`src/rtl/result_stream_packer.sv`:
```
// result_stream_packer
//   Collects per-lane MAC result strobes into LANES-word groups and buffers
//   the groups in a FIFO. It then serialises each group onto an AXI4-Stream
//   master, lane 0 first, and frames every MATSIZE*MATSIZE words with tlast.
//
// Ports
//   clk            rising-edge clock
//   rst            synchronous active-high reset
//   lane_valid     per-lane one-cycle result strobe
//   lane_data      lane i result in bits [i*DATA_W +: DATA_W]
//   m_axis_tdata   output word (zero while tvalid is low)
//   m_axis_tvalid  output word valid
//   m_axis_tready  downstream ready
//   m_axis_tlast   last word of each matrix
//   o_done         one-cycle pulse after the tlast beat is accepted
//   overflow       sticky: a strobe was dropped because its lane was still pending
//   fifo_level     groups currently held in the FIFO
module result_stream_packer #(
  parameter int unsigned MATSIZE    = 16,
  parameter int unsigned LANES      = 4,
  parameter int unsigned DATA_W     = 32,
  parameter int unsigned FIFO_DEPTH = 16
) (
  input  logic                          clk,
  input  logic                          rst,
  input  logic [LANES-1:0]              lane_valid,
  input  logic [LANES*DATA_W-1:0]       lane_data,
  output logic [DATA_W-1:0]             m_axis_tdata,
  output logic                          m_axis_tvalid,
  input  logic                          m_axis_tready,
  output logic                          m_axis_tlast,
  output logic                          o_done,
  output logic                          overflow,
  output logic [$clog2(FIFO_DEPTH):0]   fifo_level
);

  localparam int unsigned Words  = MATSIZE * MATSIZE;
  localparam int unsigned AddrW  = (FIFO_DEPTH > 1) ? $clog2(FIFO_DEPTH) : 1;
  localparam int unsigned BeatW  = (LANES > 1) ? $clog2(LANES) : 1;
  localparam int unsigned CntW   = (Words > 1) ? $clog2(Words) : 1;
  localparam int unsigned LevelW = $clog2(FIFO_DEPTH) + 1;

  localparam logic [CntW-1:0]   LastWord  = CntW'(Words - 1);
  localparam logic [BeatW-1:0]  LastBeat  = BeatW'(LANES - 1);
  localparam logic [LevelW-1:0] FullLevel = LevelW'(FIFO_DEPTH);

  typedef logic [LANES-1:0][DATA_W-1:0] group_t;

  group_t             lane_words;
  group_t             hold_q, hold_d;
  logic [LANES-1:0]   pending_q, pending_d;
  logic               overflow_q, overflow_d;
  group_t             mem_q [FIFO_DEPTH];
  logic [AddrW-1:0]   wr_ptr_q, rd_ptr_q;
  logic [LevelW-1:0]  level_q, level_d;
  logic [BeatW-1:0]   beat_q;
  logic [CntW-1:0]    word_q;
  logic               done_q;
  logic               full, empty, push, accept, pop;

  assign lane_words = lane_data;
  assign full       = (level_q == FullLevel);
  assign empty      = (level_q == '0);
  assign push       = (&pending_q) && !full;
  assign accept     = !empty && m_axis_tready;
  assign pop        = accept && (beat_q == LastBeat);

  // Capture: a push frees every lane this cycle, so a same-cycle strobe is
  // captured rather than counted as a drop.
  always_comb begin
    hold_d     = hold_q;
    pending_d  = pending_q;
    overflow_d = overflow_q;
    for (int i = 0; i < LANES; i++) begin
      if (push) pending_d[i] = 1'b0;
      if (lane_valid[i]) begin
        if (push || !pending_q[i]) begin
          hold_d[i]    = lane_words[i];
          pending_d[i] = 1'b1;
        end else begin
          overflow_d = 1'b1;
        end
      end
    end
  end

  always_comb begin
    level_d = level_q;
    case ({push, pop})
      2'b10:   level_d = level_q + LevelW'(1);
      2'b01:   level_d = level_q - LevelW'(1);
      default: level_d = level_q;
    endcase
  end

  always_ff @(posedge clk) begin
    if (rst) begin
      hold_q     <= '0;
      pending_q  <= '0;
      overflow_q <= 1'b0;
      wr_ptr_q   <= '0;
      rd_ptr_q   <= '0;
      level_q    <= '0;
      beat_q     <= '0;
      word_q     <= '0;
      done_q     <= 1'b0;
    end else begin
      hold_q     <= hold_d;
      pending_q  <= pending_d;
      overflow_q <= overflow_d;
      level_q    <= level_d;
      done_q     <= accept && (word_q == LastWord);
      if (push) wr_ptr_q <= wr_ptr_q + AddrW'(1);
      if (pop)  rd_ptr_q <= rd_ptr_q + AddrW'(1);
      if (accept) begin
        beat_q <= pop ? '0 : beat_q + BeatW'(1);
        word_q <= (word_q == LastWord) ? '0 : word_q + CntW'(1);
      end
    end
  end

  // Storage carries no reset; validity is tracked by the pointers and level.
  always_ff @(posedge clk) begin
    if (push) mem_q[wr_ptr_q] <= hold_q;
  end

  assign m_axis_tvalid = !empty;
  assign m_axis_tdata  = empty ? '0 : mem_q[rd_ptr_q][beat_q];
  assign m_axis_tlast  = !empty && (word_q == LastWord);
  assign o_done        = done_q;
  assign overflow      = overflow_q;
  assign fifo_level    = level_q;

endmodule

```
`config.mk`:
```
export PLATFORM = sky130hd
export DESIGN_NAME = result_stream_packer
export DESIGN_NICKNAME = d
export VERILOG_FILES = /design/src/rtl/result_stream_packer.sv
export SDC_FILE = /design/constraint.sdc
export NUM_CORES = 2
export LEC_CHECK = 0
export CAP_MARGIN = 0
export CORE_MARGIN = 2
export CORE_UTILIZATION = 35
export DETAILED_ROUTE_END_ITERATION = 10
export PLACE_DENSITY_LB_ADDON = 0.08
export SLEW_MARGIN = 15
export SYNTH_ARGS = -nofsm -noshare
export SYNTH_HDL_FRONTEND = slang
export SYNTH_SLANG_ARGS = --single-unit
```
`constraint.sdc`:
```
create_clock -name clk -period 13.75 [get_ports clk]
set_input_delay 2.75 -clock clk [delete_from_list [all_inputs] [get_ports clk]]
set_output_delay 2.75 -clock clk [all_outputs]
set_load 0.1 [all_outputs]
```
Word-level counts from Yosys, hierarchy flattened
Memories as Yosys holds them, arrays and structs flattened. A register that Yosys moved wholly into a read port is not among the register bits.
Index checks and enable logic that the tools add are counted.
{"block": "totals", "regBits": 157, "ram_bits": 2048, "input_bits": 135, "output_inout_bits": 41, "elab_cells": 77, "mem_count": 1}
{"block": "op_classes", "n_addsub": 6, "n_lt_le_gt_ge": 1, "n_eq_ne": 5, "n_mux": 30, "reduce_logical": 22}
{"name": "mem_q", "words": 16, "word_bits": 128, "read_ports": 1, "rd_clocked_by_memory_dff": 1, "wr": 1, "line": "53", "text": "group_t mem_q [FIFO_DEPTH];"}
{"op": "binary-select mux 32 bit (select 2 bit)", "count": 1}
{"op": "two-way mux 32 bit", "count": 2}
{"op": "two-way mux 1 bit", "count": 22}
{"op": "case mux 5 bit (2 select lines)", "count": 1}
{"op": "adder 4 x 1 -> 4 bit, second input constant", "count": 2}
{"op": "adder 8 x 1 -> 8 bit, second input constant", "count": 1}
{"op": "equality test 8 bit, second input constant", "count": 1}
{"op": "two-way mux 4 bit", "count": 2}
{"op": "two-way mux 8 bit", "count": 1}
{"op": "AND reduction 2 bit", "count": 4}
{"op": "logical NOT 1 bit", "count": 6}
{"op": "adder 5 x 1 -> 5 bit, second input constant", "count": 1}
{"op": "equality test 5 bit, second input constant", "count": 1}
{"op": "logical AND 1 bit", "count": 5}
{"op": "logical NOT 5 bit", "count": 1}
{"op": "subtractor 5 x 1 -> 5 bit, second input constant", "count": 1}
{"op": "equality test 2 bit, second input constant", "count": 2}
{"op": "logical OR 1 bit", "count": 4}
{"op": "AND reduction 4 bit", "count": 1}
{"op": "less-than comparator 2 x 3 -> 1 bit, second input constant", "count": 1}
{"op": "adder 2 x 1 -> 2 bit, second input constant", "count": 1}
{"op": "equality test 2 x 1 -> 1 bit, second input constant", "count": 1}
{"op": "two-way mux 2 bit", "count": 1}
{"op": "nonzero test 2 bit", "count": 1}

Longest topological paths before layout
{"block": "depth", "depth_word": 12, "ltp_mapped": 13, "mapped_depth_nobuf": 11}

Least setup slack after synthesis
OpenSTA, ideal clock, no wires.
{"block": "synth_path", "path_kind": "reg2reg", "start": "register level_q[0], in the netlist fifo_level[0]", "end": "memory mem_q[3][0] (netlist name) (enable)", "setup_time_ns": 0.772, "arrival_ns": 10.475, "required_ns": 12.978, "slack_ns": 2.503, "path_stages_with_launch": 6, "path_buffers": 1, "period_less_slack_ns": 11.247, "cell_sequence": "dfxtp_1 nor4_2 a21oi_1 buf_2 nand2_1 nor3_1"}
{"block": "synth_between", "elab_chain_cells": 5}
{"item": "start, declared", "line": "55", "text": "logic [LevelW-1:0] level_q, level_d;"}
{"item": "start signal, assigned", "line": "111", "text": "level_q <= level_d;"}
{"item": "equality test 5 bit", "line": "62", "text": "assign full = (level_q == FullLevel);"}
{"item": "logical NOT 1 bit", "line": "64", "text": "assign push = (&pending_q) && !full;"}
{"item": "logical AND 1 bit", "line": "64"}
{"item": "two-way mux 1 bit", "line": "124", "text": "if (push) mem_q[wr_ptr_q] <= hold_q;"}
{"item": "two-way mux 1 bit (implied by the code)", "line": "124"}
{"item": "end, declared", "line": "53"}
Every way passes these cells.

==> metrics <==
initial antenna violation count=22; min cycle time layout=9.17 ns; top-count cell post-synth=edfxtp_1; Top Metal Used=met5; syn_nets=4184; Yosys top cell by area=edfxtp_1; vias per cell=5.41; Worst Hold End=overflow; TritonCTS clock tree=done; met3 wire length=13.6 mm; Clock Latency Late Sink=0.87 ns; post_cts resized=0; Worst Hold Depth=2; Layout area overhead=15.9%; Worst Reg2Reg Path Length in Cells=9; main area contributors after synthesis=edfxtp_1, mux4_2, dfxtp_1; fraction of layout cells with a size suffix above 1=23.2%; Die ar.=244000 um2; Initial Util=35.1%; crit path max fanout=47; startpoint types=flip-flop; first-pass GRT wire length=355 mm; outcome=finished, final reports clean; Routed WL per cell=33.3 um; post-DP HPWL=138 mm; worst path required time=11.00 ns; R2R Path End=mem_q[15][55]; Final WS setup=4.58 ns; nets=4485; Ports=176; Post-CTS Hold Fix Bufs=0; hold_ws=0.473 ns; Port-buffer cells=175; ys async rst share=0%; maximum VDD drop=0.000102 V; Max Clk Rate=109 MHz; final setup skew=0.0288 ns; min-delay src=overflow; slew margin rel.=25.4%; ys flop type=edfxtp_1; Longest Clk Path Bufs=3; Fillers=21300; drc violations=0; setup slack, reg-to-reg=9.17 ns; dpl ws=5.52 ns; worst reg2reg startpoint=fifo_level[0]; FP Rows=180; gr ovfl total=0; crit end category=output port; ANT nets after route=0; critical path class=flip-flop to output port; core area=240000 um2; LEAKAGE=29.9 nW; Synth Cell Area=84200 um2; CTS H-Tree Depth=4; worst-margin pin slew=1.12 ns; register area share after synthesis=76.9%; total CTS buffers=231; Post-synth top cells=edfxtp_1, mux4_2, nand2_1, a21oi_1, dfxtp_1; number of synthesized register bits=2209; Die Height=494 um; Slew Limit Fails=0; RSZ-0062 raised after global routing=no; Root Buffer=clkbuf_16; vias in the first global route=43100; largest net degree at the start of global routing=111; Power Total=13.9 mW; gr usage total=20.9%; Initial DRT Pass Iterations=5; Final period util=66.7%; number of synthesized flops with an enable pin=2048; PwrDens=142 nW/um2; syn avg cell area=20.9 um2; clk slew on worst S/H paths=0.06 ns; cells after synthesis=4037; TNS Setup=0 ns; Synth top area share=73.1%; Initial DRC Count=3707; Die X=494 um; routability cong.=0.733; via count=41800; Hold WC Path Type=flip-flop to flip-flop; met2 wire length=120 mm; register area=64700 um2; postcts setup bufs=0; CP arrival=6.42 ns; Multi-input gate area=18400 um2; max cap viols=0; Final setup viols=0; final WL=257 mm; clk sinks=2209; Synth cell types=58; Ys Warns=0; Final Hold Vio Count=0; met1 WL=119 mm
-- power by group --
group | switching, mW | total [mW] | internal (mW)
logic | 0.122 | 0.183 | 0.0614
registers | 0.0990 | 7.46 | 7.36
clock network | 2.61 | 6.21 | 3.60
total | 2.83 | 13.9 | 11.0
-- flip-flops by register name, indices dropped and copies added, names as in the netlist, named ones only --
register    flops
pending_q       4
beat_q          2
word_q          8
hold_q        128
fifo_level      5
rd_ptr_q        4
overflow        1
wr_ptr_q        4
o_done          1
mem_q        2048
-- layer usage --
metal	vias to the layer above	track usage, %
met4	2	3.85
li1	17200	-
met5	-	0
met3	256	3.01
met2	1175	32.9
met1	23100	31.3
-- cells by family (layout without fill, tap and decap cells) --
kind of cell	after synthesis	after routing	share of synthesized area, %
compound gates	351	351	2.51
xor+xnor	15	15	0.156
fa+ha+maj	12	12	0.187
buf+inv	236	741	1.58
flops	2209	2209	76.9
mux	673	673	16.0
other cells	0	2	0
simple gates	541	541	2.65
-- worst max-delay path, cell delays in order (launching register included) --
cell	delay, ns
dfxtp_4	0.81
buf_4	0.76
buf_4	0.52
nand2_1	0.31
o221ai_1	0.32
o211ai_1	0.14
a2111oi_1	0.87
buf_4	0.26
nand2b_1	0.25
clkdlybuf4s50_1	1.19
-- how the worst max path moves through the flow --
stage	cells past startpoint	slack (ns)	start	end
after detailed placement	9	5.52	flip-flop	m_axis_tdata[18]
final	9	4.58	flip-flop	m_axis_tdata[18]
after global routing	9	4.33	flip-flop	m_axis_tdata[18]
after floorplan	5	2.50	fifo_level[0]	mem_q[3][0]
after global placement	8	5.03	flip-flop	m_axis_tdata[0]
after CTS	9	4.54	flip-flop	m_axis_tdata[18]
-- final cells by class --
| class | count | area share (%) |
|---|---|---|
| timing repair buffer | 286 | 2.89 |
| antenna | 2 | 0.00513 |
| tap | 3185 | 4.09 |
| clock buffer | 366 | 7.03 |
| sequential | 2209 | 66.4 |
| clock inverter | 71 | 0.709 |
| multi-input combinational | 1592 | 18.8 |
| inverter | 18 | 0.0770 |
-- layout by cell type, fill, tap and decap left out, types with 5 or more instances in the layout --
cell and n:
o21ai_1 7, a211oi_1 8, a21oi_1 192, clkbuf_16 236, clkbuf_8 47, nor2b_1 12, mux2i_1 116, clkinv_8 5
o221ai_1 8, nand4_1 9, nor3_1 6, mux4_2 539, clkbuf_1 84, xnor2_1 6, buf_4 92, o22ai_1 16
clkinv_1 20, a221oi_1 6, dfxtp_1 156, inv_1 13, nor2_1 49, clkinv_2 30, mux2_2 18, o21ai_0 12
o211ai_1 12, edfxtp_1 2048, ha_1 11, nor2_4 12, nand2_1 381, a32oi_1 12, xor2_1 9, a22oi_1 34
a31oi_1 13, buf_12 18, bufinv_16 11, clkdlybuf4s50_1 174, nand3_1 32, nand2b_1 10
-- metrics by stage --
| step | cell area (um2) | utilization [%] | std cells |
|---|---|---|---|
| global placement | 90000 | 37.5 | 7289 |
| global route | 97500 | 40.7 | 7728 |
| floorplan | 84200 | - | 4037 |
| detailed placement | 90000 | 37.5 | 7290 |
| CTS | 97500 | 40.7 | 7727 |
| finish | 97500 | 40.7 | 7729 |
Power figures use the tool's default switching activity.
